File: src/rtl/ps2_pkg.sv
// rtl/ps2_pkg.sv - shared PS/2 frame constants, timing defaults and host-tx state encoding
package ps2_pkg;

  // start + 8 data + parity + stop
  localparam int FRAME_BITS = 11;

  // Timing defaults for a 50 MHz fpgaclock
  localparam int DEF_INHIBIT_CYCLES = 6000;
  localparam int DEF_TIMEOUT_CYCLES = 750000;
  localparam int DEF_FILTER_LEN     = 8;

  typedef enum logic [2:0] {
    ST_IDLE      = 3'd0,
    ST_INHIBIT   = 3'd1,
    ST_REQ       = 3'd2,
    ST_DATA      = 3'd3,
    ST_ACK       = 3'd4,
    ST_WAIT_IDLE = 3'd5
  } tx_state_t;

  // PS/2 uses odd parity: data plus parity always holds an odd number of ones
  function automatic logic odd_parity(input logic [7:0] d);
    return ~^d;
  endfunction

endpackage

File: src/rtl/ps2_line_filter.sv
// rtl/ps2_line_filter.sv - synchronizer, debounce and falling-edge pulse for one PS/2 line
module ps2_line_filter #(
  parameter int FILTER_LEN = 8
) (
  input  logic fpgaclock,
  input  logic reset,
  input  logic line_in,
  output logic filt,
  output logic fall
);

  localparam int CW = (FILTER_LEN > 1) ? $clog2(FILTER_LEN) : 1;

  logic          meta;
  logic          sync;
  logic [CW-1:0] cnt;

  // Two-flop synchronizer; resets to the idle-high level so reset never fabricates an edge
  always_ff @(posedge fpgaclock) begin
    if (reset) begin
      meta <= 1'b1;
      sync <= 1'b1;
    end else begin
      meta <= line_in;
      sync <= meta;
    end
  end

  // Debounce: filt follows sync only after FILTER_LEN consecutive differing samples
  always_ff @(posedge fpgaclock) begin
    if (reset) begin
      filt <= 1'b1;
      cnt  <= '0;
      fall <= 1'b0;
    end else begin
      fall <= 1'b0;
      if (sync == filt) begin
        cnt <= '0;
      end else if (cnt == CW'(FILTER_LEN - 1)) begin
        filt <= sync;
        cnt  <= '0;
        fall <= ~sync;
      end else begin
        cnt <= cnt + 1'b1;
      end
    end
  end

endmodule

File: src/rtl/ps2_host_tx.sv
// rtl/ps2_host_tx.sv - PS/2 host-to-device command byte transmitter
module ps2_host_tx
  import ps2_pkg::*;
#(
  parameter int INHIBIT_CYCLES = DEF_INHIBIT_CYCLES,
  parameter int TIMEOUT_CYCLES = DEF_TIMEOUT_CYCLES,
  parameter int FILTER_LEN     = DEF_FILTER_LEN
) (
  input  logic       fpgaclock,
  input  logic       reset,
  input  logic       tx_start,
  input  logic [7:0] tx_data,
  input  logic       ps2c_in,
  input  logic       ps2d_in,
  output logic       ps2c_oe,
  output logic       ps2d_oe,
  output logic       tx_busy,
  output logic       tx_done,
  output logic       tx_error
);

  // The start bit is driven by the request itself, so the shifter holds the remaining bits
  localparam int SH_BITS = FRAME_BITS - 1;
  localparam int IW      = $clog2(INHIBIT_CYCLES + 1);
  localparam int TW      = $clog2(TIMEOUT_CYCLES + 1);

  tx_state_t          state;
  logic [SH_BITS-1:0] sh;
  logic [3:0]         bitcnt;
  logic [IW-1:0]      inh_cnt;
  logic [TW-1:0]      to_cnt;
  logic               c_filt;
  logic               c_fall;
  logic               d_meta;
  logic               d_sync;
  logic               timed;
  logic               tmo_hit;

  ps2_line_filter #(
    .FILTER_LEN(FILTER_LEN)
  ) u_clk_filter (
    .fpgaclock(fpgaclock),
    .reset    (reset),
    .line_in  (ps2c_in),
    .filt     (c_filt),
    .fall     (c_fall)
  );

  // Bare two-flop synchronizer on ps2d; it is only sampled on filtered clock edges
  always_ff @(posedge fpgaclock) begin
    if (reset) begin
      d_meta <= 1'b1;
      d_sync <= 1'b1;
    end else begin
      d_meta <= ps2d_in;
      d_sync <= d_meta;
    end
  end

  assign timed   = (state == ST_REQ) || (state == ST_DATA) ||
                   (state == ST_ACK) || (state == ST_WAIT_IDLE);
  assign tmo_hit = timed && (to_cnt == TW'(TIMEOUT_CYCLES - 1));

  // Frame sequencer with registered line enables and status pulses
  always_ff @(posedge fpgaclock) begin
    if (reset) begin
      state    <= ST_IDLE;
      sh       <= '0;
      bitcnt   <= '0;
      inh_cnt  <= '0;
      to_cnt   <= '0;
      ps2c_oe  <= 1'b0;
      ps2d_oe  <= 1'b0;
      tx_busy  <= 1'b0;
      tx_done  <= 1'b0;
      tx_error <= 1'b0;
    end else begin
      tx_done  <= 1'b0;
      tx_error <= 1'b0;
      if (tmo_hit) begin
        // Device stopped responding: release both lines and report failure
        ps2c_oe  <= 1'b0;
        ps2d_oe  <= 1'b0;
        tx_busy  <= 1'b0;
        tx_done  <= 1'b1;
        tx_error <= 1'b1;
        state    <= ST_IDLE;
      end else begin
        if (timed) to_cnt <= to_cnt + 1'b1;
        case (state)
          ST_IDLE: begin
            ps2c_oe <= 1'b0;
            ps2d_oe <= 1'b0;
            if (tx_start) begin
              sh      <= {1'b1, odd_parity(tx_data), tx_data};
              inh_cnt <= '0;
              ps2c_oe <= 1'b1;
              tx_busy <= 1'b1;
              state   <= ST_INHIBIT;
            end
          end
          ST_INHIBIT: begin
            if (inh_cnt == IW'(INHIBIT_CYCLES - 1)) begin
              ps2c_oe <= 1'b0;
              ps2d_oe <= 1'b1;
              to_cnt  <= '0;
              bitcnt  <= '0;
              state   <= ST_REQ;
            end else begin
              inh_cnt <= inh_cnt + 1'b1;
            end
          end
          ST_REQ: begin
            // First device clock has consumed the start bit; present data bit 0
            if (c_fall) begin
              ps2d_oe <= ~sh[0];
              bitcnt  <= 4'd1;
              state   <= ST_DATA;
            end
          end
          ST_DATA: begin
            if (c_fall) begin
              ps2d_oe <= ~sh[bitcnt];
              if (bitcnt == 4'(SH_BITS - 1)) state  <= ST_ACK;
              else                           bitcnt <= bitcnt + 1'b1;
            end
          end
          ST_ACK: begin
            if (c_fall) begin
              if (d_sync) begin
                tx_busy  <= 1'b0;
                tx_done  <= 1'b1;
                tx_error <= 1'b1;
                ps2d_oe  <= 1'b0;
                state    <= ST_IDLE;
              end else begin
                state <= ST_WAIT_IDLE;
              end
            end
          end
          ST_WAIT_IDLE: begin
            if (c_filt && d_sync) begin
              tx_busy <= 1'b0;
              tx_done <= 1'b1;
              state   <= ST_IDLE;
            end
          end
          default: begin
            ps2c_oe <= 1'b0;
            ps2d_oe <= 1'b0;
            tx_busy <= 1'b0;
            state   <= ST_IDLE;
          end
        endcase
      end
    end
  end

endmodule

File: config.mk
export PLATFORM = sky130hd
export DESIGN_NAME = ps2_host_tx
export DESIGN_NICKNAME = d
export VERILOG_FILES = /design/src/rtl/ps2_pkg.sv /design/src/rtl/ps2_line_filter.sv /design/src/rtl/ps2_host_tx.sv
export SDC_FILE = /design/constraint.sdc
export NUM_CORES = 1
export LEC_CHECK = 0
export CAP_MARGIN = 20
export CORE_MARGIN = 5
export CORE_UTILIZATION = 64
export CTS_CLUSTER_DIAMETER = 100
export DETAILED_ROUTE_END_ITERATION = 16
export GPL_TIMING_DRIVEN = 0
export PLACE_DENSITY = 0.85
export SKIP_LAST_GASP = 1
export SLEW_MARGIN = 30
export SYNTH_ARGS = -nofsm -noshare
export SYNTH_HDL_FRONTEND = slang
export SYNTH_SLANG_ARGS = --single-unit
File: constraint.sdc
create_clock -name fpgaclock -period 5.8 [get_ports fpgaclock]
set_clock_uncertainty 0.2 [all_clocks]
set_input_delay 1.16 -clock fpgaclock [delete_from_list [all_inputs] [get_ports fpgaclock]]
set_output_delay 1.16 -clock fpgaclock [all_outputs]
set_load 0.01 [all_outputs]
* Yosys cells after proc, flatten, opt, wreduce, memory -nomap -nowiden
Cells that the tools add are included.
Operators by class: $add $sub $neg 4, order comparisons 1, equality and inequality tests 20, mux-type cells 41, bitwise gates (word level) 9, reduce and logical (&&, ||, !) cells 22
Operators with widths (count):
- $mux W20 | 3
- $mux W13 | 2
- $pmux W13 S2 | 1
- $mux W3 | 8
- $add A20 B1 Y20 const B | 1
- $eq A20 B20 Y1 const B | 1
- $pmux W3 S6 | 1
- $mux W1 | 16
- $mux W4 | 4
- $add A13 B1 Y13 const B | 1
- $eq A13 B13 Y1 const B | 1
- $pmux W4 S3 | 1
- $reduce_and A6 Y1 | 2
- $ne A2 B1 Y1 const B | 5
- $ne A2 B2 Y1 const B | 5
- $eq A3 B3 Y1 const B | 3
- $not A1 Y1 | 9
- $reduce_or A3 Y1 | 3
- $reduce_xnor A8 Y1 | 1
- $reduce_and A7 Y1 | 1
- $eq A3 B2 Y1 const B | 2
- $lt A4 B5 Y1 const B | 1
- $pmux W1 S5 | 1
- $reduce_and A5 Y1 | 1
- other kinds (19) | 23
Word-level totals: flip-flop bits (word level) 64, input port bits 13, word-level logic and storage cells 114

* Longest topological paths before layout
word-level depth 7, depth in mapped cells 8, mapped depth without buffers 7

* By module
From an unflattened synthesis, not the netlist that was laid out.
Second synthesis, totals: cell total of the unflattened synthesis 354, area total of the unflattened synthesis 3154.3 sq um
Modules (own cells, without submodules):
- ps2_host_tx | instances 1, cells each 336, area an instance 2915.3 sq um
- ps2_line_filter | instances 1, cells each 18, area an instance 239.0 sq um

* Worst setup path after synthesis
Ideal clock, no wire load.
path kind input -> register, from in tx_start, to reg inh_cnt[9], library setup time 0.128 ns, arrival 2.110 ns, required time 5.472 ns, path slack 3.362 ns, stages on the path 5, path buffers 0, path through nor2_1 nor4b_1 nand3_1 xor2_1 nor2_1
On the way: word-level cells in the longest chain between the ends 2
Ends and longest elaborated chain:
- start, declared | line ps2_host_tx.sv:11 | input logic tx_start,
- $ne A2 B2 Y1 (no line)
- $reduce_and A4 Y1 (no line)
- end signal, assigned | line ps2_host_tx.sv:110 | inh_cnt <= inh_cnt + 1'b1;
- end, declared | line ps2_host_tx.sv:30 | logic [IW-1:0] inh_cnt;
Every way passes these cells. A chain may end at the register's enable or synchronous reset.

* Final worst setup path
Ends and elaborated chain as after synthesis.

==> results.toml <==
[run_status]
status = "finished, final reports clean"

[route]
drt_iter0_drc = 121
wire_per_inst_microns = 14.05
wl_microns = 6449
drtAntennaViolNets = 0
num_vias = 2714
routed_via_density = 5.913
drc = 0
drtPass1Iterations = 5

[power_and_ir_drop]
leakagePower_nw = 1.279
power_density_nw_per_um2 = 242.9
swShare_pct = 24.09
seq_power_share_pct = 52.7
p_total_w = 0.0008725
p_switching_w = 0.0002102
ir_drop_uv = 167.0
power.internal_w = 0.0006623
clkPwrFrac_pct = 36.9
p_comb_share_pct = 10.5

[synthesis]
yosys.area_share.simple_pct = 28.49
synth_seq_area_share_pct = 40.19
synth_top_family_by_area = "simple AND/OR/NAND/NOR gates"
yosysTopAreaCell = "dfxtp_1"
synth-xor-area-share_pct = 10.44
synth-main-ff-cell = "dfxtp_1"
netlist_area_sq_um = 3188
syn_avg_cell_area_sq_um = 8.783
synthCells = 363
synth_cell_types = 59
syn_nets = 382
synth_compound_area_share_pct = 12.91
yosys.area.top_type_share_pct = 40.19
yosysWarnings = 0
synth_adder_area_share_pct = 2.355
ys_ff_latch = 64
yosys-top-cells-area = "dfxtp_1 (40%), nor2_1 (5.5%), xnor2_1 (5.2%)"
synth_edf_count = 0
synthMuxAreaShare_pct = 2.630
async_reset_ff_share_pct = 0

[worst_setup_path]
cp-start-kind = "input port"
crit_type = "in2reg"
arrival_ns = 2.97
r2r_cells = 6
worstSetupEndpointType = "register"
r2r-start = "inh_cnt[0]$_SDFFE_PP0P_"
cpMostUsedCell = "nor2_1"
rr_endpoint = "ps2d_oe$_SDFFE_PP0P_"
cp_max_fo = 6
crit_path_top_delay_cell = "nor4b_1"
crit_required_ns = 5.81
reg2reg_setup_slack_ns = 3.32
max_stage_delay_ns = 0.76
path_cells = "clkdlybuf4s50_1 > nor2_1 > nor4b_1 > nand3_1 > xor2_1 > nor2_1"

[clock_network]
cts_tree = "yes"
cts_resized = 0
cts_setup_buffers = 0
cts_sinks = 64
root_buffer = "clkbuf_8"
htree_levels = 3
insertion_delay_ns = 0.33
clk_path_buf_depth = 2
holdBufCountCts = 0
cts-buffers-inserted = 9
clkSlewWorstSetupHoldPaths_ns = 0.06

[timing]
max_freq_mhz = 337.9
timing.final.crit_share_pct = 51.03
tightestPinTransition_ns = 0.8322
fin_crit_ns = 2.960
post-route-worst-setup-slack_ns = 2.840
final.setup.tns_ns = 0
relSlewSlack_pct = 43.74
slew_violations = 0
rsz0062_at_grt = "false"
hold_viol = 0
setup_viol = 0

[placement]
gp_congestion = 0.9323
dp_worst_setup_slack_ns = 2.540
dpl.hpwl_microns = 4622
numPortBuffers = 16
placed_cells = 446

[global_route]
grt_pass1_wl_microns = 11200
grt_max_degree = 11
antenna_found_initial = 0
grt_pass1_vias = 2559
grt.total_usage_pct = 21.98
overflow = 0

[worst_hold_path]
holdPathStages = 1
hold_path.class = "reg2reg"
holdPathEnd = "u_clk_filter.sync$_SDFF_PP1_"
min-delay-start = "u_clk_filter.meta$_SDFF_PP1_"

[die]
rows = 25
pin_count = 18
die_y_microns = 80.58
die_x_microns = 80.58
initial_utilization_pct = 66.61
die_area_sq_um = 6493
core_area_sq_um = 4786

[cells_and_area]
fill_cells = 351
fin_cells = 459
drive_above_1_share_pct = 10.97
post-route-util_pct = 75.06
area_growth_syn_to_layout_pct = 12.68
nets = 409
layout_commonest_cell = "dfxtp_1"
n_antenna_cell = 0
final_cell_mix = "dfxtp_1 (64), nor2_1 (47), nand2_1 (41)"

[run]
cap_violations = 0
[state kept, by name, indices dropped and copies added (netlist names)]
name,count
sh,10
tx_error,1
state,3
tx_done,1
inh_cnt,13
u_clk_filter.cnt,3
bitcnt,4
u_clk_filter.sync,1
u_clk_filter.meta,1
ps2d_oe,1
ps2c_oe,1
u_clk_filter.fall,1
d_meta,1
tx_busy,1
to_cnt,20
u_clk_filter.filt,1
d_sync,1
[final cells by class]
cell class	count	area, sq um	share of cell area [%]
repair buffers	16	160.2	4.458
inverters	8	30.03	0.8359
clock inverters	1	5.005	0.1393
flip-flops and latches	64	1281	35.67
clock buffers	12	155.1	4.319
plain buffers	16	65.06	1.811
multi-input cells	275	1812	50.44
well taps	67	83.83	2.334
[worst max-delay path, delay by kind of cell]
kind                      cells  cell delay (ns)
and+or+nand+nor               4             1.08
buffers and inverters         1             0.56
xor gates and xnor gates      1             0.18
[power groups by stage]
| stage | Clock [W] | Combinational, W | Sequential (W) |
|---|---|---|---|
| finish | 0.000322 | 0.0000913 | 0.000460 |
| CTS | 0.000329 | 0.0000906 | 0.000460 |
| global placement | 0 | 0.0000873 | 0.000469 |
| global route | 0.000347 | 0.000102 | 0.000461 |
| floorplan | 0 | 0.0000610 | 0.000468 |
| detailed placement | 0 | 0.0000899 | 0.000469 |
[Yosys cell counts, types with 3 or more instances]
cell      number
dfxtp_1       64
nor2_1        47
nand2_1       41
a21oi_1       22
nand3_1       19
xnor2_1       19
xor2_1        19
clkbuf_1       9
inv_1          8
nand4_1        7
nor3_1         7
ha_1           6
or2_2          6
a211oi_1       5
mux2i_1        5
o21ai_0        5
buf_2          4
a31o_2         3
a31oi_1        3
a41o_1         3
and2_1         3
and3_1         3
buf_1          3
nand2b_1       3
nand3b_1       3
nor2b_1        3
[worst max path at each step]
stage | slack (ns) | from | end | cells after the start
finish | 2.84 | tx_start | inh_cnt[9]$_SDFFE_PP0P_ | 6
global route | 2.58 | tx_start | inh_cnt[7]$_SDFFE_PP0P_ | 6
CTS | 2.90 | tx_start | inh_cnt[9]$_SDFFE_PP0P_ | 6
floorplan | 3.36 | tx_start | inh_cnt[9]$_SDFFE_PP0P_ | 5
detailed placement | 2.54 | tx_start | inh_cnt[9]$_SDFFE_PP0P_ | 6
global placement | 2.53 | tx_start | inh_cnt[9]$_SDFFE_PP0P_ | 6
[through the flow]
step	instance area [sq um]	hold slack, ns
2_1_floorplan	3188	0.1895
4_1_cts	3592	0.2143
3_3_place_gp	3432	0.1931
6_report	3592	0.2127
5_1_grt	3592	0.2297
3_5_place_dp	3432	0.1988
[routing by layer]
metal  part of all wire (%)  vias to the layer above  GRT usage, %
li1                       -                     1336             -
met1                     44                     1298         25.98
met2                     50                       69         37.83
met3                    4.9                       11         6.390
met4                    1.2                        0         7.432
met5                      0                        -             0
[cells by family after synthesis]
family,after synthesis
buf+inv,24
compound gates,57
simple gates,167
xor+xnor,38
mux,7
fa+ha+maj,6
flops,64
Power figures use the tool's default switching activity.
